===== config.mk =====
export PLATFORM = sky130hd
export DESIGN_NAME = pacing_scheduler
export DESIGN_NICKNAME = d
export VERILOG_FILES = /design/src/rtl/pacing_pkg.sv /design/src/rtl/pacing_fifo.sv /design/src/rtl/pacing_scheduler.sv
export SDC_FILE = /design/constraint.sdc
export NUM_CORES = 1
export LEC_CHECK = 0
export CORE_MARGIN = 1.5
export CORE_UTILIZATION = 40
export CTS_CLUSTER_SIZE = 14
export DETAILED_ROUTE_END_ITERATION = 10
export GPL_TIMING_DRIVEN = 0
export PLACE_DENSITY = 0.63
export SYNTH_ARGS = -nofsm -noshare
export SYNTH_HDL_FRONTEND = slang
export SYNTH_SLANG_ARGS = --single-unit

===== constraint.sdc =====
create_clock -name clk -period 16.95 [get_ports clk]
set_clock_uncertainty 0.05 [all_clocks]
set_input_delay 1.695 -clock clk [delete_from_list [all_inputs] [get_ports clk]]
set_output_delay 1.695 -clock clk [all_outputs]
set_load 0.02 [all_outputs]

===== src/rtl/pacing_pkg.sv =====
// pacing_pkg: shared defaults and queue entry type for the pacing scheduler.
package pacing_pkg;
  localparam int N_EVT_DEF = 1;
  localparam int N_PER_DEF = 2;
  localparam int TS_W_DEF = 32;
  localparam int PERIOD_W = 32;
  typedef struct packed {
    logic [N_EVT_DEF+N_PER_DEF-1:0] mask;
    logic [TS_W_DEF-1:0]            ts;
  } sched_entry_t;
endpackage


===== src/rtl/pacing_fifo.sv =====
// pacing_fifo: DEPTH-entry FIFO of pacing entries with occupancy-count full/empty.
module pacing_fifo import pacing_pkg::*; #(
  parameter int  DEPTH   = 4,
  parameter type entry_t = sched_entry_t
) (
  input  logic   clk,
  input  logic   rst,
  input  logic   en,
  input  logic   push,
  input  logic   pop,
  input  entry_t wdata,
  output entry_t rdata,
  output logic   push_ok,
  output logic   pop_ok
);
  localparam int AW = $clog2(DEPTH);
  logic [AW-1:0] wr_q, wr_d, rd_q, rd_d;
  logic [AW:0]   cnt_q, cnt_d;
  logic          full, empty;
  entry_t        mem_q [DEPTH];
  always_comb begin
    full    = cnt_q == (AW+1)'(DEPTH);
    empty   = cnt_q == '0;
    pop_ok  = en && pop && !empty;
    // a full queue still accepts when the head leaves in the same cycle
    push_ok = en && push && (!full || pop_ok);
    wr_d    = wr_q + AW'(push_ok);
    rd_d    = rd_q + AW'(pop_ok);
    cnt_d   = cnt_q + (AW+1)'(push_ok) - (AW+1)'(pop_ok);
    rdata   = mem_q[rd_q];
  end
  always_ff @(posedge clk) begin
    if (rst) begin
      wr_q  <= '0;
      rd_q  <= '0;
      cnt_q <= '0;
    end else begin
      wr_q  <= wr_d;
      rd_q  <= rd_d;
      cnt_q <= cnt_d;
    end
    if (push_ok && !rst) mem_q[wr_q] <= wdata;
  end
endmodule


===== src/rtl/pacing_scheduler.sv =====
// pacing_scheduler: merges input strobes and periodic deadlines into queued, timestamped pacing masks.
// Optional PACING_SCHED_DROP_CNT_EN adds a saturating drop_cnt output.
module pacing_scheduler import pacing_pkg::*; #(
  parameter int                          N_EVT   = N_EVT_DEF,
  parameter int                          N_PER   = N_PER_DEF,
  parameter logic [N_PER*PERIOD_W-1:0]   PERIODS = {32'd500, 32'd100},
  parameter int                          DEPTH   = 4,
  parameter int                          TS_W    = TS_W_DEF
) (
  input  logic                   clk,
  input  logic                   rst,
  input  logic                   en,
  input  logic [N_EVT-1:0]       new_input,
  input  logic                   eval_ready,
  output logic [N_EVT+N_PER-1:0] pacing,
  output logic                   pacing_valid,
  output logic [TS_W-1:0]        pacing_ts,
  output logic                   q_push,
  output logic                   q_push_valid,
  output logic                   q_pop,
`ifdef PACING_SCHED_DROP_CNT_EN
  output logic [15:0]            drop_cnt,
`endif
  output logic                   q_pop_valid
);
  localparam int M = N_EVT + N_PER;
  typedef struct packed {
    logic [M-1:0]    mask;
    logic [TS_W-1:0] ts;
  } entry_t;
  logic [TS_W-1:0]     ts_q, ts_d, pacing_ts_q, pacing_ts_d;
  logic [PERIOD_W-1:0] cd_q [N_PER];
  logic [PERIOD_W-1:0] cd_d [N_PER];
  logic [N_PER-1:0]    fire;
  logic [M-1:0]        mask, pacing_q, pacing_d;
  logic                pv_q, pv_d, qpush_q, qpush_d, qpushv_q, qpushv_d, qpop_q, qpop_d;
  logic                push_ok, pop_ok;
  entry_t              wdata, head;
  pacing_fifo #(.DEPTH(DEPTH), .entry_t(entry_t)) u_fifo (
    .clk    (clk),
    .rst    (rst),
    .en     (en),
    .push   (|mask),
    .pop    (eval_ready),
    .wdata  (wdata),
    .rdata  (head),
    .push_ok(push_ok),
    .pop_ok (pop_ok)
  );
  always_comb begin
    for (int j = 0; j < N_PER; j++) begin
      fire[j] = cd_q[j] == '0;
      cd_d[j] = !en ? cd_q[j] : fire[j] ? PERIODS[j*PERIOD_W +: PERIOD_W] - PERIOD_W'(1) : cd_q[j] - PERIOD_W'(1);
    end
    mask        = en ? {fire, new_input} : '0;
    wdata       = {mask, ts_q};
    ts_d        = en ? ts_q + TS_W'(1) : ts_q;
    pacing_d    = pop_ok ? head.mask : pacing_q;
    pacing_ts_d = pop_ok ? head.ts : pacing_ts_q;
    pv_d        = en ? pop_ok : pv_q;
    qpush_d     = en ? |mask : qpush_q;
    qpushv_d    = en ? push_ok : qpushv_q;
    qpop_d      = en ? pop_ok : qpop_q;
  end
  always_ff @(posedge clk) begin
    if (rst) begin
      ts_q        <= '0;
      pacing_q    <= '0;
      pacing_ts_q <= '0;
      pv_q        <= 1'b0;
      qpush_q     <= 1'b0;
      qpushv_q    <= 1'b0;
      qpop_q      <= 1'b0;
      for (int j = 0; j < N_PER; j++) cd_q[j] <= PERIODS[j*PERIOD_W +: PERIOD_W] - PERIOD_W'(1);
    end else begin
      ts_q        <= ts_d;
      pacing_q    <= pacing_d;
      pacing_ts_q <= pacing_ts_d;
      pv_q        <= pv_d;
      qpush_q     <= qpush_d;
      qpushv_q    <= qpushv_d;
      qpop_q      <= qpop_d;
      for (int j = 0; j < N_PER; j++) cd_q[j] <= cd_d[j];
    end
  end
`ifdef PACING_SCHED_DROP_CNT_EN
  logic [15:0] drop_q, drop_d;
  always_comb drop_d = (|mask && !push_ok && drop_q != 16'hFFFF) ? drop_q + 16'd1 : drop_q;
  always_ff @(posedge clk) drop_q <= rst ? 16'd0 : drop_d;
  assign drop_cnt = drop_q;
`endif
  // strobes are qualified by en so a disabled cycle never shows activity
  assign pacing       = pacing_q;
  assign pacing_ts    = pacing_ts_q;
  assign pacing_valid = pv_q && en;
  assign q_push       = qpush_q && en;
  assign q_push_valid = qpushv_q && en;
  assign q_pop        = qpop_q && en;
  assign q_pop_valid  = q_pop;
endmodule


==> results.tsv <==
stage	metric	value	unit
setup_path	Setup crit start kind	input pin	
power	Leak Pwr	4.618	nW
worst_hold_path	Hold Crit Endpoint	pacing_ts[25]$_SDFFE_PP0P_	
routing	via count	6807	
setup_path	crit end category	output port	
setup_path	r2r worst-path depth	8	
worst_hold_path	Min-Delay Path Class	register to register	
yosys	async set-or-reset flop fraction in the synthesized netlist	0	%
global_routing	GRT Total Usage	15.17	%
clock_network	post-cts sizing count	0	
routing	WL final	21230	um
clock_network	Setup Buffers After CTS	0	
yosys	Mapped Area	11050	um^2
global_routing	largest net degree at the start of global routing	15	
worst_hold_path	Hold Path Depth	2	
place	IO Port Bufs	43	
job	max-cap violations	0	
timing	final setup vio count	0	
global_routing	grt ovf	0	
place	Routability Congestion	0.7621	
setup_path	Bufs and invs on worst path	6	
timing	crit path time final	6315	ps
clock_network	clock insertion delay at the later pin of the skew report	550	ps
timing	final hold violation count	0	
timing	Worst Tran Pin Value	997.7	ps
global_routing	first-pass GRT wire length	34730	um
clock_network	CTS buffer count	28	
floorplan	die height	169.2	um
final_layout	ant diodes	0	
yosys	Avg Cell Area, Syn	12.43	um^2
final_layout	# nets final	998	
yosys	area leader, netlist	edfxtp_1	
routing	routed wire length per instance	15.78	um
power	pwr/cell area	116.6	nW/um^2
yosys	Seq/Total Area, Yosys	63.59	%
final_layout	Area Growth Syn to Fin	18.49	%
floorplan	total die area	28630	um^2
outcome	status	completed	
floorplan	IO Pins	45	
yosys	net count after synthesis	904	
setup_path	Reg-to-Reg Start	cd_q[0][40]$_SDFFE_PP1P_	
clock_network	Root Driver	clkbuf_16	
place	post-DP HPWL	14200	um
yosys	Syn Inst Count	889	
timing	RSZ-0062 raised after global routing	no	
global_routing	antenna violations before repair	0	
yosys	top_reg_cell synth	dfxtp_1	
power	IR drop worst, VDD	0.07448	mV
yosys	Synth cell types	48	
floorplan	Core Rows	60	
yosys	flops & latches, synth	281	
yosys	number of synthesized flops with an enable pin	140	
setup_path	WP data required	15200	ps
clock_network	# clock sinks	281	
setup_path	slowest stage cell on the critical path	clkdlybuf4s50_1	
setup_path	CP max FO	10	
timing	Final Max Slew Viols	0	
worst_hold_path	hold path startpoint	pacing_ts[25]$_SDFFE_PP0P_	
final_layout	layout cells sized above 1	12.54	%
setup_path	Worst EP arrival	4570	ps
yosys	top-area cell type share of the netlist area	38.04	%
clock_network	CTS clk-pin slew, worst paths	60	ps
setup_path	WP depth	7	
final_layout	fin util	48.45	%
floorplan	Die X-Extent	169.2	um
timing	post-route setup TNS	0	ps
clock_network	CTS H-tree lvls	1	
floorplan	CORE AREA	27030	um^2
setup_path	R2R Setup Slk	12780	ps
setup_path	CP peak stage delay	590	ps
setup_path	Top cell by count, worst path	clkbuf_1	
global_routing	vias in the first global route	6633	
clock_network	Longest Clk Path Bufs	3	
clock_network	cts hold-fix bufs	0	
clock_network	TritonCTS clock tree	done	
timing	slew margin rel.	32.55	%
setup_path	critical path cell sequence	clkdlybuf4s50_1, clkbuf_1, clkbuf_1, clkbuf_1, and2_1, buf_4, clkdlybuf4s50_1	
yosys	Synth Warn #	0	
routing	1st-pass router iterations	4	
routing	Via-to-Cell Ratio	5.057	
setup_path	Top delay family on crit path	buffers and inverters	
setup_path	Crit Reg-Reg Endpoint	u_fifo.mem_q[1][19]$_DFFE_PP_	
yosys	synth top area cells	edfxtp_1 (38%), dfxtp_1 (26%), mux4_2 (7.1%), xor2_1 (3.6%), nand2_1 (3.6%)	
timing	Fmax	158.3	MHz
setup_path	kind of critical path	input pin to output port	
final_layout	# fillers	2427	
timing	fin crit share	37.26	%
routing	Starting DRT DRC Count	328	
routing	DRT antenna net count	0	
floorplan	Starting Density	40.89	%
routing	DRC errors left	0	
worst register-to-register path, delay by kind of cell, from the launching register on:
family	cells	cell delay, ps
buf+inv	3	650
simple gates	5	2840
flops	1	350
report_power, final:
part / total, W / internal, W / leakage (nW) / switching, W
Sequential: 0.000741 / 0.000729 / 2.61 / 0.0000121
Clock: 0.000646 / 0.000392 / 0.482 / 0.000254
Combinational: 0.000139 / 0.0000643 / 1.53 / 0.0000751
cells in the mapped netlist (5+ instances only):
master	number
nor2_1	106
nor4b_1	8
xnor2_1	42
a21oi_1	43
buf_1	6
nand4b_1	5
nor3_1	16
inv_1	10
and2_1	6
mux4_2	35
clkbuf_1	28
xor2_1	46
dfxtp_1	141
ha_1	9
buf_2	5
nand2_1	107
nand2b_1	5
or2_2	9
and4_1	5
or3_1	8
nand3_1	20
edfxtp_1	140
o21ai_0	6
or4_1	8
nand4_1	14
nor4_1	25
cells by family (layout without fill, tap and decap cells):
logic type,count (synthesis),after routing,synth area share (%)
and+or+nand+nor,364,364,16.20
DFF,281,281,63.59
xor gates and xnor gates,88,88,6.975
AOI/OAI and AO/OA,57,57,2.819
buffers and inverters,53,169,1.993
muxes,36,36,7.224
adders and majority gates,10,10,1.200
layout by cell type, fill, tap and decap left out, types with 6 or more instances in the layout:
master / n
nor4_1: 22
clkbuf_16: 28
buf_4: 18
buf_1: 6
clkbuf_1: 33
nor3_1: 15
ha_1: 9
or3_1: 8
mux4_2: 35
or2_2: 9
nand4_1: 14
xnor2_1: 42
nor2_1: 106
and2_1: 6
inv_1: 10
buf_6: 6
a21oi_1: 43
o21ai_0: 6
nand2_1: 107
nor4b_1: 6
clkdlybuf4s50_1: 43
nand3_1: 20
or4_1: 8
clkinv_2: 7
edfxtp_1: 140
dfxtp_1: 141
xor2_1: 46
routing by layer:
layer | track usage [%] | wire length (um)
met4 | 3.617 | 385
met5 | 0 | 0
met1 | 20.85 | 9994
met2 | 25.34 | 10090
met3 | 2.355 | 759
flip-flops by register name, indices dropped and copies added, names as in the netlist, 2 cells and up:
name	count
u_fifo.cnt_q	3
u_fifo.rd_q	2
pacing	3
u_fifo.wr_q	2
u_fifo.mem_q	140
pacing_ts	32
cd_q	64
ts_q	32
metrics by stage:
step / hold WS, ps / worst slack, ps / cell area, um^2 / total power [W] / instances
finish: 400.9 / 10630 / 13090 / 0.001527 / 1346
global route: 416.2 / 10500 / 13090 / 0.001585 / 1346
floorplan: 395.9 / 9832 / 11050 / 0.0008488 / 889
detailed placement: 395.3 / 10630 / 12120 / 0.0008988 / 1294
CTS: 403.9 / 10620 / 13090 / 0.001547 / 1346
global placement: 390.8 / 5809 / 11910 / 0.0008953 / 1273
worst max path at each step:
stage	start	endpoint	slack, ps
6_report	en	q_pop	10630
5_1_grt	en	q_pop	10500
4_1_cts	en	q_pop	10620
3_5_place_dp	en	q_pop	10630
3_3_place_gp	en	u_fifo.mem_q[2][19]$_DFFE_PP_	5810
2_1_floorplan	en	u_fifo.mem_q[1][0]$_DFFE_PP_	9830
layout make-up:
cell class                      count  area [um^2]  share of cell area (%)
Sequential cell                   281         7027                   53.66
Multi-Input combinational cell    555         3840                   29.33
Clock buffer                       36        760.7                   5.810
Timing Repair Buffer               64        606.8                   4.634
Tap cell                          341        426.7                   3.258
Clock inverter                     16        212.7                   1.624
Buffer                             42        178.9                   1.366
Inverter                           11        41.29                  0.3153
(Power assumes the default switching activity.)
